## config.mk

```make
export PLATFORM = sky130hd
export DESIGN_NAME = ifu_fetch
export DESIGN_NICKNAME = d
export VERILOG_FILES = /design/src/rtl/ifu_fetch_pkg.sv /design/src/rtl/ifu_fetch.sv
export SDC_FILE = /design/constraint.sdc
export NUM_CORES = 1
export LEC_CHECK = 0
export ABC_CLOCK_PERIOD_IN_PS = 4450
export CORE_ASPECT_RATIO = 0.75
export CORE_MARGIN = 5
export CORE_UTILIZATION = 39
export CTS_CLUSTER_DIAMETER = 60
export DETAILED_ROUTE_END_ITERATION = 6
export PLACE_DENSITY_LB_ADDON = 0.12
export SYNTH_ARGS = -nofsm -noshare
export SYNTH_HDL_FRONTEND = slang
export SYNTH_SLANG_ARGS = --single-unit
```

## constraint.sdc

```tcl
create_clock -name clock -period 4.45 [get_ports clock]
set_clock_uncertainty 0.2 [all_clocks]
set_input_delay 0.445 -clock clock [delete_from_list [all_inputs] [get_ports clock]]
set_output_delay 0.445 -clock clock [all_outputs]
set_load 0.005 [all_outputs]
```

## src/rtl/ifu_fetch_pkg.sv

```systemverilog
// rtl/ifu_fetch_pkg.sv - shared constants and FSM state encoding for the fetch stage
package ifu_fetch_pkg;

    localparam int         IFU_TO_IDU_BUS   = 64;
    localparam logic [31:0] RESET_PC_DEFAULT = 32'h8000_0000;
    localparam logic [1:0]  AXI_RESP_OKAY    = 2'b00;

    typedef enum logic [1:0] {
        S_REQ      = 2'd0,
        S_RESP     = 2'd1,
        S_HOLD     = 2'd2,
        S_WAIT_NPC = 2'd3
    } fetch_state_e;

endpackage

```

## src/rtl/ifu_fetch.sv

```systemverilog
// rtl/ifu_fetch.sv - non-speculative instruction fetch with inline AXI4-Lite read master
// Optional IFU_ACCESS_FAULT_EN: sticky fetch_fault on error response or misaligned next PC.
module ifu_fetch
    import ifu_fetch_pkg::*;
#(
    parameter int                    DATA_WIDTH = 32,
    parameter logic [DATA_WIDTH-1:0] RESET_PC   = RESET_PC_DEFAULT
) (
    input  logic                      clock,
    input  logic                      reset,
    output logic [DATA_WIDTH-1:0]     ifu_araddr,
    output logic                      ifu_arvalid,
    input  logic                      ifu_arready,
    input  logic [DATA_WIDTH-1:0]     ifu_rdata,
    input  logic [1:0]                ifu_rresp,
    input  logic                      ifu_rvalid,
    output logic                      ifu_rready,
    output logic [IFU_TO_IDU_BUS-1:0] ifu_to_idu_bus,
    output logic                      ifu_to_idu_valid,
    input  logic                      idu_allowin,
    input  logic [DATA_WIDTH-1:0]     nextpc,
    input  logic                      nextpc_valid,
    output logic                      fetch_fault
);

    fetch_state_e          state_q, state_d;
    logic [DATA_WIDTH-1:0] pc_q, pc_d;
    logic [DATA_WIDTH-1:0] inst_q, inst_d;

`ifdef IFU_ACCESS_FAULT_EN
    logic fault_q, fault_d;
`endif

    always_ff @(posedge clock) begin
        if (reset) begin
            state_q <= S_REQ;
            pc_q    <= RESET_PC;
            inst_q  <= '0;
`ifdef IFU_ACCESS_FAULT_EN
            fault_q <= 1'b0;
`endif
        end else begin
            state_q <= state_d;
            pc_q    <= pc_d;
            inst_q  <= inst_d;
`ifdef IFU_ACCESS_FAULT_EN
            fault_q <= fault_d;
`endif
        end
    end

    always_comb begin
        state_d          = state_q;
        pc_d             = pc_q;
        inst_d           = inst_q;
`ifdef IFU_ACCESS_FAULT_EN
        fault_d          = fault_q;
`endif
        ifu_arvalid      = 1'b0;
        ifu_rready       = 1'b0;
        ifu_to_idu_valid = 1'b0;
        case (state_q)
            S_REQ: begin
                ifu_arvalid = 1'b1;
                if (ifu_arready) state_d = S_RESP;
            end
            S_RESP: begin
                ifu_rready = 1'b1;
                if (ifu_rvalid) begin
`ifdef IFU_ACCESS_FAULT_EN
                    if (ifu_rresp != AXI_RESP_OKAY) begin
                        fault_d = 1'b1;
                        state_d = S_WAIT_NPC;
                    end else begin
                        inst_d  = ifu_rdata;
                        state_d = S_HOLD;
                    end
`else
                    inst_d  = ifu_rdata;
                    state_d = S_HOLD;
`endif
                end
            end
            S_HOLD: begin
                ifu_to_idu_valid = 1'b1;
                if (idu_allowin) state_d = S_WAIT_NPC;
            end
            S_WAIT_NPC: begin
                if (nextpc_valid) begin
`ifdef IFU_ACCESS_FAULT_EN
                    // A faulted stage never leaves WAIT_NPC; only reset recovers it.
                    if (fault_q || nextpc[1:0] != 2'b00) begin
                        fault_d = 1'b1;
                    end else begin
                        pc_d    = nextpc;
                        state_d = S_REQ;
                    end
`else
                    pc_d    = nextpc;
                    state_d = S_REQ;
`endif
                end
            end
            default: state_d = S_REQ;
        endcase
    end

    assign ifu_araddr     = pc_q;
    assign ifu_to_idu_bus = {pc_q, inst_q};

`ifdef IFU_ACCESS_FAULT_EN
    assign fetch_fault = fault_q;

    a_no_fault: assert property (@(posedge clock) disable iff (reset) !fault_q)
        else $fatal(1, "ifu fetch fault at pc=%h", pc_q);
`else
    logic unused_rresp;
    assign unused_rresp = (ifu_rresp != AXI_RESP_OKAY);
    assign fetch_fault  = 1'b0;
`endif

    // A next-PC pulse outside WAIT_NPC (including the HOLD handshake cycle) is a pipeline bug.
    a_npc_protocol: assert property (@(posedge clock) disable iff (reset)
        nextpc_valid |-> state_q == S_WAIT_NPC);

endmodule
```

Yosys cells after proc, flatten, opt, wreduce, memory -nomap -nowiden
Index checks and enable logic that the tools add are counted.
Widths: inputs -> output; s select.
{"block": "op_classes", "muxes": 8, "eq_ne": 7, "reduce_logical": 4}
{"op": "$mux 2", "n": 4}
{"op": "$ne 2x2->1 const B", "n": 4}
{"op": "$pmux 2 s4", "n": 1}
{"op": "$eq 2x2->1 const B", "n": 2}
{"op": "$reduce_and 2->1", "n": 2}
{"op": "$reduce_and 4->1", "n": 1}
{"op": "$mux 1", "n": 3}
{"op": "$eq 2x1->1 const B", "n": 1}
{"op": "$logic_not 2->1", "n": 1}
{"block": "word_totals", "wordCells": 22, "output_inout_bits": 100, "reg_bits": 66}

Logic depth before layout (Yosys ltp)
Gate-level depths: netlist of run 1.
{"block": "logic_depth", "depth_word": 3, "mapped_depth": 7, "depth_no_buf": 5}

Least setup slack after synthesis of run 1
Ideal clock, no wire load.
{"block": "synth_path", "kind": "reg-to-reg", "start": "reg state_q[0]", "end": "reg state_q[0]", "stages_incl_launch_ff": 5, "t_required_ns": 4.134, "arrival_time_ns": 1.299, "slack_ns": 2.835, "cell_sequence": "dfxtp_1 > inv_1 > ha_1 > or4_1 > o211a_1"}
{"block": "synth_via", "elab_chain_len": 3, "word_cells_on_any_way": 10, "classes_between": "eq/ne: 7; mux: 1; reduce/logical: 2"}
{"item": "start: declaration", "line": "ifu_fetch.sv:26", "source": "fetch_state_e state_q, state_d;"}
{"item": "start signal: assignment", "line": "ifu_fetch.sv:43", "source": "state_q <= state_d;"}
{"item": "$eq 2x2->1, or another cell as far along", "line": "ifu_fetch.sv:62", "source": "case (state_q)"}
{"item": "$ne 2x2->1 (no source line)"}
{"item": "$reduce_and 4->1 (no source line)"}
Parallel ways exist; a longest one is shown, timed or not.
A chain may end at the register's enable or synchronous reset.

Worst setup path in the final report of run 1
{"block": "layout_path", "start": "in nextpc_valid", "end": "reg pc_q[0] (netlist: ifu_araddr[0])"}
{"block": "layout_via", "elab_chain_len": 1}
{"item": "start: declaration", "line": "ifu_fetch.sv:22", "source": "input logic nextpc_valid,"}
{"item": "$reduce_and 2->1 (no source line)"}
{"item": "end signal: assignment", "line": "ifu_fetch.sv:44", "source": "pc_q <= pc_d;"}
{"item": "end: declaration", "line": "ifu_fetch.sv:27", "source": "logic [DATA_WIDTH-1:0] pc_q, pc_d;"}
No other way between the ends.

==> results.sh, run 1 <==
export IMPL_outcome="complete, no violations"
export IMPL_antennaDiodeCount=0
export IMPL_cts_tree="yes"
export IMPL_dpl_hpwl_mm=5.66
export IMPL_p_switching_mw=0.434
export IMPL_drive_above_1_share_pct=3.67
export IMPL_setup_violations_final=0
export IMPL_internal_power_mw=1.11
export IMPL_nFillCells=606
export IMPL_clkTransAtPathRegs_ns=0.06
export IMPL_hp_class="flop to flop"
export IMPL_clk_latency_ns=0.34
export IMPL_antenna_found_initial=0
export IMPL_vias=2499
export IMPL_final_nets=536
export IMPL_worst_slew_pin_slew_ns=1.19
export IMPL_max_freq_mhz=451
export IMPL_track_usage_pct=16.9
export IMPL_layout_common_cells="clkdlybuf4s50_1, nand2_1, dfxtp_1, a21oi_1, clkbuf_8"
export IMPL_combPwrFrac_pct=28.4
export IMPL_h_tree_depth=3
export IMPL_fin_setup_tns_ns=0
export IMPL_drc_errors=0
export IMPL_syn_area_mm2=0.00266
export IMPL_die_w_um=105
export IMPL_worstHoldStart="inst_q[0]"
export IMPL_std_cell_rows=26
export IMPL_final_max_slew_violation_count=0
export IMPL_stdcell_count=547
export IMPL_cts_root_buf="clkbuf_8"
export IMPL_cpPeakStageDelay_ns=0.95
export IMPL_numCtsBuffers=9
export IMPL_dieArea_mm2=0.00859
export IMPL_dieHeight_um=81.5
export IMPL_drtIter0Drc=86
export IMPL_grt_overflow_total=0
export IMPL_post_cts_resized=0
export IMPL_clk_path_buf_depth=2
export IMPL_crit_path_end_kind="flop"
export IMPL_core_mm2=0.00673
export IMPL_netlist_instances=334
export IMPL_r2r_start="state_q[0]"
export IMPL_drtAntennaViolNets=0
export IMPL_required_ns=4.51
export IMPL_area_delta_synth_final_pct=59.9
export IMPL_preCtsSetupSlack_ns=1.89
export IMPL_finalPower_mw=1.55
export IMPL_finalCritPeriodShare_pct=49.8
export IMPL_crit_fanout=32
export IMPL_start_util_pct=39.5
export IMPL_grt_max_degree=36
export IMPL_place_congestion=0.719
export IMPL_grt_pass1_wl_mm=11.5
export IMPL_reg2reg_slack_ns=2.31
export IMPL_p_sw_share_pct=28.1
export IMPL_power_density_mw_per_mm2=363
export IMPL_final_common_cell="clkdlybuf4s50_1"
export IMPL_ys_seq_elements=66
export IMPL_yosysUniqueCellTypes=20
export IMPL_synth_top_cell_area_share_pct=49.6
export IMPL_ff2ff_path_depth=4
export IMPL_layout_setup_ws_ns=2.23
export IMPL_rsz0062_at_grt="false"
export IMPL_grt_pass1_vias=2366
export IMPL_firstDrtPassIters=4
export IMPL_worst_setup_path_start_kind="primary input"
export IMPL_slowest_stage="and2_1"
export IMPL_synth_nets=410
export IMPL_post_cts_setup_buffer_count=0
export IMPL_power_frac_seq_pct=44.4
export IMPL_crit_type="primary input to flop"
export IMPL_viasPerCell=4.57
export IMPL_fin_util_pct=63.2
export IMPL_placed_cells=533
export IMPL_clkPwrFrac_pct=27.3
export IMPL_detail_route_wl_per_cell_um=14.0
export IMPL_io_buffers=168
export IMPL_yosysSeqAreaShare_pct=49.6
export IMPL_p_leak_nw=1.48
export IMPL_crit_arrival_ns=2.27
export IMPL_yosysTopAreaCell="dfxtp_1"
export IMPL_cts_sinks=66
export IMPL_yosysWarnings=0
export IMPL_maxCapViolations=0
export IMPL_crit_chain="clkdlybuf4s50_1 > and2_1 > nand2_1 > a21oi_1"
export IMPL_routed_wl_mm=7.63
export IMPL_min_period_ns=2.22
export IMPL_hold_violations=0
export IMPL_avgSynthCellArea_um2=7.97
export IMPL_synthTopCellsByArea="dfxtp_1, nand2_1, a21oi_1, buf_4, ha_1"
export IMPL_slew_headroom_pct=20.7
export IMPL_hold_depth=2
export IMPL_ios=172
export IMPL_r2r_end="ifu_araddr[0]"
export IMPL_ir_worst_vdd_v=0.000213
export IMPL_cts_hold_buf=0
export IMPL_hold_path_end="inst_q[0]"
layer usage:
metal / global-route usage, % / vias up / share of wire [%]
met5: 0 / - / 0
met4: 4.72 / 0 / 0
met3: 8.48 / 0 / 9.7
met2: 30.2 / 99 / 49
met1: 18.0 / 1126 / 41
li1: - / 1274 / -
logic make-up after synthesis:
group	after synthesis	share of synthesized area [%]
multiplexers	1	0.376
buffers and inverters	58	13.9
adder cells (fa/ha/maj)	4	1.88
AND/OR/NAND/NOR	139	20.8
AO/OA/AOI/OAI	65	13.3
flip-flops	66	49.6
other	1	0.141
through the flow:
stage          area, um^2  hold slack (ns)
6_report             4260            0.252
5_1_grt              4260            0.276
4_1_cts              4260            0.255
3_5_place_dp         4100            0.246
3_3_place_gp         4100            0.240
2_1_floorplan        2660            0.253
power groups by stage:
stage          clock (mW)  combinational, mW  sequential (mW)
2_1_floorplan           0              0.211            0.701
3_3_place_gp            0              0.437            0.697
3_5_place_dp            0              0.444            0.700
4_1_cts             0.438              0.445            0.686
5_1_grt             0.463              0.482            0.694
6_report            0.422              0.439            0.686
registers in the layout, indices dropped and copies added, names as in the netlist:
register,cells
ifu_araddr,32
inst_q,32
state_q,2
cell usage after synthesis:
cell and instances:
a21oi_1 63, dfxtp_1 66, nor2b_4 1, buf_4 36, nand3b_1 1, nand2b_1 2
nand2_1 130, inv_1 4, o211a_1 1, clkbuf_1 6, buf_1 6, nor2b_1 2
clkbuf_8 1, ha_1 4, buf_2 5, and2_1 2, mux2i_1 1, conb_1 1
or4_1 1, a2111oi_4 1
layout make-up:
class / count / area (um^2) / area share (%)
timing repair buffer: 169 / 1680 / 39.6
sequential: 66 / 1320 / 31.0
multi-input combinational: 210 / 971 / 22.8
clock buffer: 11 / 141 / 3.32
tap: 84 / 105 / 2.47
clock inverter: 3 / 17.5 / 0.412
inverter: 4 / 15.0 / 0.353
worst max path at each step:
stage                 start          endpoint  cells after the start
2_1_floorplan    state_q[0]        state_q[0]                      4
3_3_place_gp   nextpc_valid     ifu_araddr[4]                      4
3_5_place_dp   nextpc_valid     ifu_araddr[0]                      4
4_1_cts          state_q[0]  ifu_to_idu_valid                      3
5_1_grt        nextpc_valid     ifu_araddr[2]                      4
6_report       nextpc_valid     ifu_araddr[0]                      4
worst max-delay path: cells and delay by family:
family | cells | cell delay (ns)
buf+inv | 1 | 0.54
simple gates | 2 | 1.11
compound gates | 1 | 0.17
No activity file was read; power rests on OpenSTA's default activity.
==> run 2, diff against run 1 <==
--- a/config.mk
+++ b/config.mk
@@ -5,10 +5,10 @@
 export SDC_FILE = /design/constraint.sdc
 export NUM_CORES = 1
 export LEC_CHECK = 0
-export ABC_CLOCK_PERIOD_IN_PS = 4450
+export ABC_CLOCK_PERIOD_IN_PS = 2000
 export CORE_ASPECT_RATIO = 0.75
 export CORE_MARGIN = 5
-export CORE_UTILIZATION = 39
+export CORE_UTILIZATION = 33
 export CTS_CLUSTER_DIAMETER = 60
 export DETAILED_ROUTE_END_ITERATION = 6
 export PLACE_DENSITY_LB_ADDON = 0.12
==> constraint.sdc (replaced) <==
create_clock -name clock -period 2 [get_ports clock]
set_clock_uncertainty 0.2 [all_clocks]
set_input_delay 0.2 -clock clock [delete_from_list [all_inputs] [get_ports clock]]
set_output_delay 0.2 -clock clock [all_outputs]
set_load 0.005 [all_outputs]
==> results.sh, run 2 (synthesis results as in run 1) <==
export IMPL_crit_path_end_kind="primary output"
export IMPL_firstDrtPassIters=4
export IMPL_nFillCells=766
export IMPL_crit_type="flop to primary output"
export IMPL_ir_worst_vdd_v=0.000404
export IMPL_worstHoldStart="reset"
export IMPL_final_max_slew_violation_count=0
export IMPL_drc_errors=0
export IMPL_dieArea_mm2=0.00998
export IMPL_path_delay_family="buffers and inverters"
export IMPL_std_cell_rows=28
export IMPL_rsz0062_at_grt="false"
export IMPL_r2r_start="state_q[1]"
export IMPL_grt_pass1_wl_mm=11.6
export IMPL_place_area_mm2=0.00420
export IMPL_post_cts_setup_buffer_count=0
export IMPL_grt_pass1_vias=2451
export IMPL_fin_setup_tns_ns=0
export IMPL_drive_above_1_share_pct=5.51
export IMPL_multiInputGateArea_um2=973
export IMPL_grt_overflow_total=0
export IMPL_required_ns=1.60
export IMPL_cts_tree="yes"
export IMPL_viasPerCell=4.42
export IMPL_die_w_um=114
export IMPL_layout_setup_ws_ns=0.0841
export IMPL_ff_latch_area_mm2=0.00132
export IMPL_clk_latency_ns=0.32
export IMPL_layout_common_cells="clkdlybuf4s50_1, nand2_1, dfxtp_1, a21oi_1, clkbuf_8"
export IMPL_detail_route_wl_per_cell_um=13.1
export IMPL_finalPower_mw=3.45
export IMPL_drtAntennaViolNets=0
export IMPL_cts_root_buf="clkbuf_8"
export IMPL_hold_violations=0
export IMPL_cts_sinks=66
export IMPL_dpl_hpwl_mm=5.68
export IMPL_worst_path_buf_inv=2
export IMPL_min_period_ns=1.92
export IMPL_worst_setup_path_start_kind="flop"
export IMPL_crit_fanout=4
export IMPL_max_freq_mhz=522
export IMPL_ios=172
export IMPL_grt_max_degree=40
export IMPL_crit_arrival_ns=1.52
export IMPL_numCtsBuffers=9
export IMPL_setup_violations_final=0
export IMPL_post_cts_resized=0
export IMPL_place_congestion=0.748
export IMPL_crit_start="state_q[0]"
export IMPL_area_delta_synth_final_pct=63.4
export IMPL_drtIter0Drc=100
export IMPL_maxCapViolations=0
export IMPL_antenna_found_initial=0
export IMPL_worst_hold_slack_ns=0.165
export IMPL_cts_hold_buf=0
export IMPL_vias=2552
export IMPL_antennaDiodeCount=0
export IMPL_dieHeight_um=87.8
export IMPL_io_buffers=168
export IMPL_slowest_stage="clkdlybuf4s50_1"
export IMPL_crit_chain="inv_1 > ha_2 > clkdlybuf4s50_1"
export IMPL_track_usage_pct=14.5
export IMPL_fin_util_pct=55.2
export IMPL_p_leak_nw=1.52
export IMPL_h_tree_depth=3
export IMPL_routed_wl_mm=7.54
export IMPL_cpPeakStageDelay_ns=0.53
export IMPL_power_density_mw_per_mm2=794
export IMPL_core_mm2=0.00788
export IMPL_finalInstanceArea_mm2=0.00435
export IMPL_clk_path_buf_depth=2
export IMPL_finalCritPeriodShare_pct=95.8
export IMPL_clkTransAtPathRegs_ns=0.07
export IMPL_final_nets=544
export IMPL_placed_cells=562
export IMPL_outcome="complete, no violations"
export IMPL_final_common_cell="clkdlybuf4s50_1"
export IMPL_start_util_pct=33.8
export IMPL_hp_class="primary input to flop"
export IMPL_stdcell_count=577
export IMPL_preCtsSetupSlack_ns=0.270
==> run 2: report_power, final <==
part / total, mW / switching [mW] / internal, mW
Clock: 0.900 / 0.465 / 0.435
Combinational: 1.02 / 0.421 / 0.604
Sequential: 1.53 / 0.0816 / 1.45
Total: 3.45 / 0.967 / 2.49
==> run 2: final cells by class <==
cell class	instances	area share (%)
repair buffers	177	40.4
multi-input cells	210	22.4
flip-flops and latches	66	30.4
inverters	4	0.345
well taps	105	3.02
clock inverters	4	0.460
clock buffers	11	3.02
==> run 2: worst paths after layout <==
check	to	slack, ns	depth (start not counted)
hold reg to reg	inst_q[19]	0.25	2
setup / recovery	ifu_to_idu_valid	0.08	3
setup reg to reg	state_q[0]	0.28	5
hold / removal	inst_q[30]	0.16	3
==> run 2: worst min-delay path, cell delays in order <==
cell and delay, ns:
buf_2 0.09, buf_4 0.29, a21oi_1 0.06
==> run 2: metal layers <==
layer,vias up,routed length [um],track usage [%]
li1,1288,-,-
met1,1154,2950,15.8
met2,102,3520,24.3
met3,8,997,8.43
met4,0,71,3.93
met5,-,0,0
==> run 3, diff against run 2 <==
--- a/config.mk
+++ b/config.mk
@@ -12,6 +12,7 @@
 export CTS_CLUSTER_DIAMETER = 60
 export DETAILED_ROUTE_END_ITERATION = 6
 export PLACE_DENSITY_LB_ADDON = 0.12
+export SKIP_CTS_REPAIR_TIMING = 1
 export SYNTH_ARGS = -nofsm -noshare
 export SYNTH_HDL_FRONTEND = slang
 export SYNTH_SLANG_ARGS = --single-unit
==> results of run 3 <==
Same layout as run 2: the final DEF is identical, and so are final timing and power.
